[src/rtl/bist_misr_compactor.sv]
// BIST response compactor: owns the demux select for a run and folds PATTERNS response words into an N-bit MISR.
// Latency: SETTLE one cycle after Start, then PATTERNS capture cycles; Done registered on the last capture edge.
// Backpressure: none; Start is ignored while busy, and a Start held in DONE begins a new run. Build with BIST_MISR_GOLDEN_CMP_EN for a golden check.
module bist_misr_compactor #(
    parameter int             N        = 4,
    parameter int             PATTERNS = 16,
    parameter logic [N-1:0]   POLY     = N'('b0011),
    parameter logic [N-1:0]   SEED     = '0,
    parameter logic [N-1:0]   GOLDEN   = '0
) (
    input  logic         Clk,
    input  logic         Rst,
    input  logic         BIST_Start,
    input  logic [N-1:0] From_DEMUX,
    output logic         BIST_Mode_Sel,
    output logic         BIST_Busy,
    output logic         BIST_Done,
    output logic         BIST_Pass,
    output logic [N-1:0] Signature
);

    localparam int            CW   = $clog2(PATTERNS + 1);
    localparam logic [CW-1:0] LAST = CW'(PATTERNS - 1);

    typedef enum logic [1:0] {
        ST_IDLE,
        ST_SETTLE,
        ST_CAPTURE,
        ST_DONE
    } state_t;

    state_t        state_q, state_d;
    logic [N-1:0]  sig_q, sig_d;
    logic [CW-1:0] cnt_q, cnt_d;
    logic          sel_q, sel_d;
    logic          busy_q, busy_d;
    logic          done_q, done_d;
    logic [N-1:0]  misr_nxt;

    assign misr_nxt = (sig_q << 1) ^ (sig_q[N-1] ? POLY : '0) ^ From_DEMUX;

`ifdef BIST_MISR_GOLDEN_CMP_EN
    logic pass_q, pass_d;
`endif

    always_comb begin
        state_d = state_q;
        sig_d   = sig_q;
        cnt_d   = cnt_q;
        done_d  = done_q;
`ifdef BIST_MISR_GOLDEN_CMP_EN
        pass_d  = pass_q;
`endif
        case (state_q)
            ST_IDLE, ST_DONE: begin
                if (BIST_Start) begin
                    state_d = ST_SETTLE;
                    sig_d   = SEED;
                    cnt_d   = '0;
                    done_d  = 1'b0;
`ifdef BIST_MISR_GOLDEN_CMP_EN
                    pass_d  = 1'b0;
`endif
                end
            end
            ST_SETTLE: begin
                state_d = ST_CAPTURE;
            end
            ST_CAPTURE: begin
                sig_d = misr_nxt;
                cnt_d = cnt_q + 1'b1;
                if (cnt_q == LAST) begin
                    state_d = ST_DONE;
                    done_d  = 1'b1;
`ifdef BIST_MISR_GOLDEN_CMP_EN
                    pass_d  = (misr_nxt == GOLDEN);
`endif
                end
            end
            default: begin
                state_d = ST_IDLE;
            end
        endcase
        // Select and busy are registered copies of the next-state decode.
        sel_d  = (state_d == ST_SETTLE) || (state_d == ST_CAPTURE);
        busy_d = sel_d;
    end

    always_ff @(posedge Clk) begin
        if (Rst) begin
            state_q <= ST_IDLE;
            sig_q   <= SEED;
            cnt_q   <= '0;
            sel_q   <= 1'b0;
            busy_q  <= 1'b0;
            done_q  <= 1'b0;
        end else begin
            state_q <= state_d;
            sig_q   <= sig_d;
            cnt_q   <= cnt_d;
            sel_q   <= sel_d;
            busy_q  <= busy_d;
            done_q  <= done_d;
        end
    end

`ifdef BIST_MISR_GOLDEN_CMP_EN
    always_ff @(posedge Clk) begin
        if (Rst) begin
            pass_q <= 1'b0;
        end else begin
            pass_q <= pass_d;
        end
    end
    assign BIST_Pass = pass_q;
`else
    wire unused_golden = ^GOLDEN;
    assign BIST_Pass = 1'b0;
`endif

    assign BIST_Mode_Sel = sel_q;
    assign BIST_Busy     = busy_q;
    assign BIST_Done     = done_q;
    assign Signature     = sig_q;

endmodule

[config.mk]
export PLATFORM = sky130hd
export DESIGN_NAME = bist_misr_compactor
export DESIGN_NICKNAME = d
export VERILOG_FILES = /design/src/rtl/bist_misr_compactor.sv
export SDC_FILE = /design/constraint.sdc
export NUM_CORES = 1
export LEC_CHECK = 0
export ABC_AREA = 1
export CAP_MARGIN = 20
export CELL_PAD_IN_SITES_DETAIL_PLACEMENT = 0
export CELL_PAD_IN_SITES_GLOBAL_PLACEMENT = 1
export CORE_MARGIN = 2
export CORE_UTILIZATION = 31
export DETAILED_ROUTE_END_ITERATION = 16
export GPL_ROUTABILITY_DRIVEN = 0
export GPL_TIMING_DRIVEN = 0
export HOLD_SLACK_MARGIN = 0.08
export MAX_ROUTING_LAYER = met4
export PLACE_DENSITY_LB_ADDON = 0.1
export SLEW_MARGIN = 20
export SYNTH_ARGS = -nofsm -noshare
export SYNTH_HDL_FRONTEND = slang
export SYNTH_SLANG_ARGS = --single-unit
[constraint.sdc]
create_clock -name Clk -period 1.4 [get_ports Clk]
set_input_delay 0.21 -clock Clk [delete_from_list [all_inputs] [get_ports Clk]]
set_output_delay 0.21 -clock Clk [all_outputs]
set_load 0.02 [all_outputs]
Word level (Yosys, flattened, before mapping)
Index checks and enable logic that the tools add are counted.
{"block": "op_classes", "eq_ne": 8, "n_mul": 0, "div_mod_pow": 0, "n_shift": 0, "n_lt_le_gt_ge": 0, "n_mux": 11, "n_addsub": 1, "bitwise": 2, "reduce_logical": 6}
{"operator": "$pmux 5 s2", "count": 1}
{"operator": "$pmux 4 s2", "count": 1}
{"operator": "$eq 2x2->1 const B", "count": 3}
{"operator": "$mux 2", "count": 3}
{"operator": "$pmux 2 s3", "count": 1}
{"operator": "$add 5x1->5 const B", "count": 1}
{"operator": "$eq 5x4->1 const B", "count": 1}
{"operator": "$mux 5", "count": 1}
{"operator": "$eq 2x1->1 const B", "count": 2}
{"operator": "$mux 4", "count": 1}
{"operator": "$ne 2x2->1 const B", "count": 2}
{"operator": "$xor 4x2->4", "count": 1}
{"operator": "$xor 4x4->4", "count": 1}
{"operator": "$reduce_and 3->1", "count": 1}
{"operator": "$logic_not 2->1", "count": 1}
{"operator": "$mux 1", "count": 2}
{"operator": "$pmux 1 s2", "count": 1}
{"operator": "$reduce_and 2->1", "count": 1}
{"operator": "$reduce_bool 2->1", "count": 1}
{"operator": "$reduce_or 2->1", "count": 1}
{"operator": "$logic_or 1x1->1", "count": 1}
{"block": "totals", "rom_bits": 0, "memories": 0, "elab_cells": 33, "latchBits": 0, "out_inout_bits": 8, "mem_bits_rw": 0, "reg_bits": 13}

Logic depth before layout (Yosys ltp)
Gate-level depths: netlist (run 1).
{"block": "logic_depth", "ltp_word": 5, "depth_mapped": 8}

Worst setup path before layout (run 1)
No wires, ideal clock.
{"block": "synth_path", "path_type": "register to register", "startpoint": "register cnt_q[0]", "endpoint": "register cnt_q[4]", "period_less_slack_ns": 1.299, "arrival_ns": 1.230, "stages_incl_launch_ff": 6, "t_required_ns": 1.330, "setup_ns": 0.070, "path_slack_ns": 0.101, "path_cell_list": "dfxtp_1 > ha_1 > and3_1 > ha_1 > or2_0 > a21oi_1"}
{"block": "synth_between", "elab_chain_len": 2}
{"element": "from (decl)", "line_no": "34", "text": "logic [CW-1:0] cnt_q, cnt_d;"}
{"element": "from (signal assigned)", "line_no": "100", "text": "cnt_q <= cnt_d;"}
{"element": "$add 5x1->5", "line_no": "71", "text": "cnt_d = cnt_q + 1'b1;"}
{"element": "$pmux 5 s2", "line_no": "54", "text": "case (state_q)"}
No other way between the ends.
A chain may end at the register's enable or synchronous reset.

Final worst setup path (run 1)
{"block": "layout_path", "startpoint": "register cnt_q[1]", "endpoint": "register cnt_q[4]"}
Same word-level chain as after synthesis.

==> out/metrics.yaml, run 1 <==
status: "complete, no violations"
drt-pass1-iter-count: 4
setup_viol: 0
postCtsHoldBufs: 0
grt_pass1_wl_mm: 2.36
cts_buffers: 3
layout_common_cells: "21 x nand2_1, 11 x a21oi_1, 10 x dfxtp_1"
clkTransAtPathRegs_ns: 0.08
clk-insertion-delay-late_ns: 0.27
fillers: 228
drive_above_1_share_pct: 25.7
fin_setup_tns_ns: 0
wl_mm: 1.41
power_leakage_nw: 0.396
cts_tree: "done"
drtIter0Drc: 16
initial_core_util_pct: 32.0
final-hold-violation-count: 0
clock_sinks: 13
cp.required_ns: 1.61
p_total_w: 0.00161
final_nets: 120
rsz0062_at_grt: "false"
routedWlPerCell_um: 10.3
worstPathArrival_ns: 1.54
maxCapViolations: 0
grt_usage_pct: 12.4
syn_avg_cell_area_um2: 7.47
worst-setup-path-type: "register to register"
grt_pass1_vias: 552
yosysUniqueCellTypes: 22
vias: 615
area_growth_pct: 35.9
ys_ff_latch: 13
port_buffers: 12
final_common_cell: "nand2_1"
grt-ovfl-total: 0
drv_slew: 0
core_um2: 2150
diodes: 0
utilization_pct: 43.4
r2r_cells: 5
critPathLaunchType: "register"
hold-path-cell-count: 2
power_density_nw_per_um2: 1720
h-tree-depth: 1
fin_crit_ns: 1.33
max_freq_mhz: 753
core.rowCount: 17
io_pins: 15
fin_skew_ns: 0.00239
yosysSeqAreaShare_pct: 37.9
hp-class: "input port to register"
post-place-ws_ns: -0.0553
cts_setup_buffers: 0
finalWorstSetupSlack_ns: 0.0712
ys.warnings.count: 0
dp_hpwl_um: 959
cp-end-kind: "register"
fp.dieArea_um2: 2610
via_per_inst: 4.49
synth_fp_nets: 102
drcViolationCount: 0
drtAntennaViolNets: 0
syn_inst: 92
die_h_um: 51.1
peakVddDrop_v: 0.00113
synth_area_um2: 687
cts_root_buffer: "clkbuf_4"
max-clock-path-buffers: 2
cp_max_fo: 3
die-width_um: 51.1
antenna_found_initial: 0
fin_crit_sh_pct: 94.9
grt_max_degree: 11
==> state kept, by name (all words and copies together) (netlist names) <==
register / flops
BIST_Done: 1
BIST_Busy: 1
Signature: 4
state_q: 2
cnt_q: 5
==> critical path, stage by stage (launching register included) <==
cell and delay (ns):
dfxtp_4 0.37, ha_4 0.13, and3_4 0.18, ha_2 0.25, or2_0 0.20, a21oi_1 0.13
==> report_power, final <==
group | leakage, nW | switching [W] | internal [W]
Sequential | 0.107 | 0.0000581 | 0.000439
Clock | 0.0150 | 0.000122 | 0.000110
Combinational | 0.274 | 0.000514 | 0.000365
==> cells by family (layout without fill, tap and decap cells) <==
family          Yosys count  count (layout)  share of synthesized area (%)
buf+inv                  16              33                           11.1
compound gates           18              18                           15.7
other cells               1               1                          0.546
fa+ha+maj                 3               3                           5.47
xor+xnor                  3               3                           3.83
simple gates             38              38                           25.5
flops                    13              13                           37.9
==> metal layers <==
metal	GRT usage, %	routed length (um)	vias to the layer above
met5	-	0	-
met1	16.9	714	278
met3	2.63	52	2
met2	16.9	630	11
li1	-	-	324
met4	6.76	14	0
==> timing repair <==
item | in CTS | in global routing
gates cloned | 0 | 1
pin swaps | 1 | 4
gates resized for setup | 9 | 15
setup endpoints to repair | 15 | 12
==> stage by stage <==
| step | std cells | hold WS (ns) | cell area [um2] |
|---|---|---|---|
| 2_1_floorplan | 92 | 0.397 | 687 |
| 3_3_place_gp | 132 | 0.452 | 842 |
| 3_5_place_dp | 132 | 0.461 | 842 |
| 4_1_cts | 136 | 0.235 | 870 |
| 5_1_grt | 137 | 0.240 | 933 |
| 6_report | 137 | 0.228 | 933 |
==> cells in the mapped netlist (all sizes together) <==
master  count  area, um2
o211ai      1       7.51
nand3       7       35.0
nand2      24        105
inv        12       45.0
conb        1       3.75
xor2        3       26.3
or2         1       6.26
dfxtp      13        260
and3        1       6.26
nand3b      1       7.51
nor2        4       15.0
ha          3       37.5
o21ai       4       35.0
a21oi      13       65.1
buf         4       31.3
==> path summary, 6_finish.rpt <==
check	slack, ns	start	endpoint
worst min-delay path	0.23	Rst	cnt_q[1]$_SDFFE_PP0P_
worst max register to register	0.07	cnt_q[1]$_SDFFE_PP0P_	cnt_q[4]$_SDFFE_PP0P_
worst min register to register	0.46	cnt_q[4]$_SDFFE_PP0P_	cnt_q[4]$_SDFFE_PP0P_
worst max-delay path	0.07	cnt_q[1]$_SDFFE_PP0P_	cnt_q[4]$_SDFFE_PP0P_
==> cell type report <==
class,count,area [um2],area share (%)
plain buffers,4,31.3,3.35
inverters,12,47.5,5.09
multi-input cells,63,410,44.0
flip-flops and latches,13,267,28.6
repair buffers,13,116,12.5
clock buffers,4,26.3,2.82
well taps,28,35.0,3.75
(Power assumes the default switching activity.)
==> run 2: changes to the inputs <==
--- a/config.mk
+++ b/config.mk
@@ -13,7 +13,6 @@
 export CORE_UTILIZATION = 31
 export DETAILED_ROUTE_END_ITERATION = 16
 export GPL_ROUTABILITY_DRIVEN = 0
-export GPL_TIMING_DRIVEN = 0
 export HOLD_SLACK_MARGIN = 0.08
 export MAX_ROUTING_LAYER = met4
 export PLACE_DENSITY_LB_ADDON = 0.1
==> out/metrics.yaml, run 2 (synthesis gave the netlist of run 1 again) <==
status: "complete, no violations"
vias: 637  # +3.6%
cp.required_ns: 1.61  # about the same
grt_max_degree: 10  # -1
fin_crit_ns: 1.32  # -0.0134 ns
power_density_nw_per_um2: 1700  # -1.7%
routedWlPerCell_um: 9.99  # -3.0%
diodes: 0  # unchanged
grt_pass1_vias: 611  # +11%
largest_register: "cnt_q"
setup_viol: 0  # unchanged
cp_max_fo: 2  # -1
via_per_inst: 4.36  # -2.8%
clock_sinks: 13  # unchanged
grt_usage_pct: 14.0  # +1.7 points
cts_tree: "done"
core.rowCount: 17  # unchanged
die-width_um: 51.1  # unchanged
r2r-end: "cnt_q[4]$_SDFFE_PP0P_"
dp_hpwl_mm: 1.05  # +9.6%
antenna_found_initial: 0  # unchanged
final-hold-violation-count: 0  # unchanged
clkTransAtPathRegs_ns: 0.08  # about the same
grt_pass1_wl_mm: 2.64  # +12%
place_inst: 142  # +7.6%
final_common_cell: "nand2_1"
drive_above_1_share_pct: 27.1  # +1.4 points
max_freq_mhz: 760  # +1.0%
die_h_um: 51.1  # unchanged
peakVddDrop_v: 0.00102  # -10%
cts_setup_buffers: 0  # unchanged
largest_register_ffs: 5  # unchanged
max-clock-path-buffers: 2  # unchanged
area_growth_pct: 41.9
drv_slew: 0  # unchanged
grt-ovfl-total: 0  # unchanged
fin_skew_ns: 0.00206  # -0.000331 ns
power_leakage_nw: 0.441  # +11%
fin_setup_tns_ns: 0  # unchanged
min_to: "BIST_Done$_SDFFE_PP0P_"
worstPathArrival_ns: 1.53  # about the same
core_um2: 2150  # unchanged
post-place-ws_ns: -0.0332  # +0.0220 ns
hp-class: "register to register"
port_buffers: 13  # +1
hp-start: "BIST_Done$_SDFFE_PP0P_"
io_pins: 15  # unchanged
r2r_cells: 5  # unchanged
finalWorstSetupSlack_ns: 0.0846  # +0.0134 ns
drtIter0Drc: 12  # -4
r2r-start: "cnt_q[1]$_SDFFE_PP0P_"
fp.dieArea_um2: 2610  # unchanged
r2r_slack_ns: 0.08  # about the same
cts_root_buffer: "clkbuf_4"
h-tree-depth: 1  # unchanged
fin_crit_sh_pct: 94.0  # -0.96 points
finalNonFillerCells: 146  # +6.6%
clk-insertion-delay-late_ns: 0.27  # about the same
cts_buffers: 3  # unchanged
cp-end-kind: "register"
hold-path-cell-count: 2  # unchanged
postCtsHoldBufs: 0  # unchanged
worst-setup-path-type: "register to register"
drcViolationCount: 0  # unchanged
drtAntennaViolNets: 0  # unchanged
utilization_pct: 45.4  # +1.9 points
final_nets: 129  # +7.5%
critPathLaunchType: "register"
wl_mm: 1.46  # +3.3%
drt-pass1-iter-count: 4  # unchanged
initial_core_util_pct: 32.0  # unchanged
layout_common_cells: "22 x nand2_1, 13 x buf_4, 12 x a21oi_1"
maxCapViolations: 0  # unchanged
-- run 2: layer usage --
layer / up-vias / global-route usage, % / share of wire, %
li1: 342 / - / -
met1: 278 / 18.5 / 53
met2: 15 / 19.9 / 42
met3: 2 / 2.63 / 4.2
met4: 0 / 8.11 / 0.82
met5: - / - / 0
-- run 2: critical path: stages, from the launching register on --
cell,delay [ns]
dfxtp_1,0.34
ha_2,0.17
and3_1,0.15
ha_2,0.26
or2_0,0.22
a21oi_1,0.12
-- run 2: where the power goes --
group | switching, W | total [W] | internal, W
Combinational | 0.000507 | 0.000932 | 0.000425
Clock | 0.000127 | 0.000237 | 0.000110
Sequential | 0.0000431 | 0.000483 | 0.000440
Total | 0.000677 | 0.00165 | 0.000975
-- run 2: what timing repair did --
action,CTS,global route
pin swaps,0,4
resized for setup,8,9
endpoints found under the setup margin,10,12
-- run 2: layout make-up --
cell class	instances	area (um2)
tap	28	35.0
sequential	13	263
clock buffer	4	26.3
fill	219	1170
multi-input combinational	63	387
inverter	12	45.0
timing repair buffer	26	219
-- run 2: worst max path at each step --
stage	start	end	slack, ns	depth (start not counted)
floorplan	cnt_q[0]$_SDFFE_PP0P_	cnt_q[4]$_SDFFE_PP0P_	0.10	5
global placement	state_q[0]$_SDFF_PP0_	cnt_q[2]$_SDFFE_PP0P_	-0.009	7
detailed placement	state_q[0]$_SDFF_PP0_	cnt_q[3]$_SDFFE_PP0P_	-0.03	7
CTS	state_q[0]$_SDFF_PP0_	cnt_q[3]$_SDFFE_PP0P_	0.03	7
global route	cnt_q[0]$_SDFFE_PP0P_	BIST_Busy$_SDFF_PP0_	-0.01	8
finish	cnt_q[1]$_SDFFE_PP0P_	cnt_q[4]$_SDFFE_PP0P_	0.08	5
-- run 2: metrics by stage --
stage / area [um2] / power (W) / hold WS [ns]
6_report: 975 / 0.00165 / 0.472
5_1_grt: 975 / 0.00180 / 0.507
3_3_place_gp: 918 / 0.00135 / 0.448
4_1_cts: 938 / 0.00159 / 0.476
3_5_place_dp: 918 / 0.00135 / 0.462
2_1_floorplan: 687 / 0.00105 / 0.397
==> run 3: changes to the inputs <==
--- a/config.mk
+++ b/config.mk
@@ -13,6 +13,7 @@
 export CORE_UTILIZATION = 31
 export DETAILED_ROUTE_END_ITERATION = 16
 export GPL_ROUTABILITY_DRIVEN = 0
+export GPL_TIMING_DRIVEN = 1
 export HOLD_SLACK_MARGIN = 0.08
 export MAX_ROUTING_LAYER = met4
 export PLACE_DENSITY_LB_ADDON = 0.1
==> results of run 3 <==
No change in the layout: final DEF, timing and power equal those of run 2.
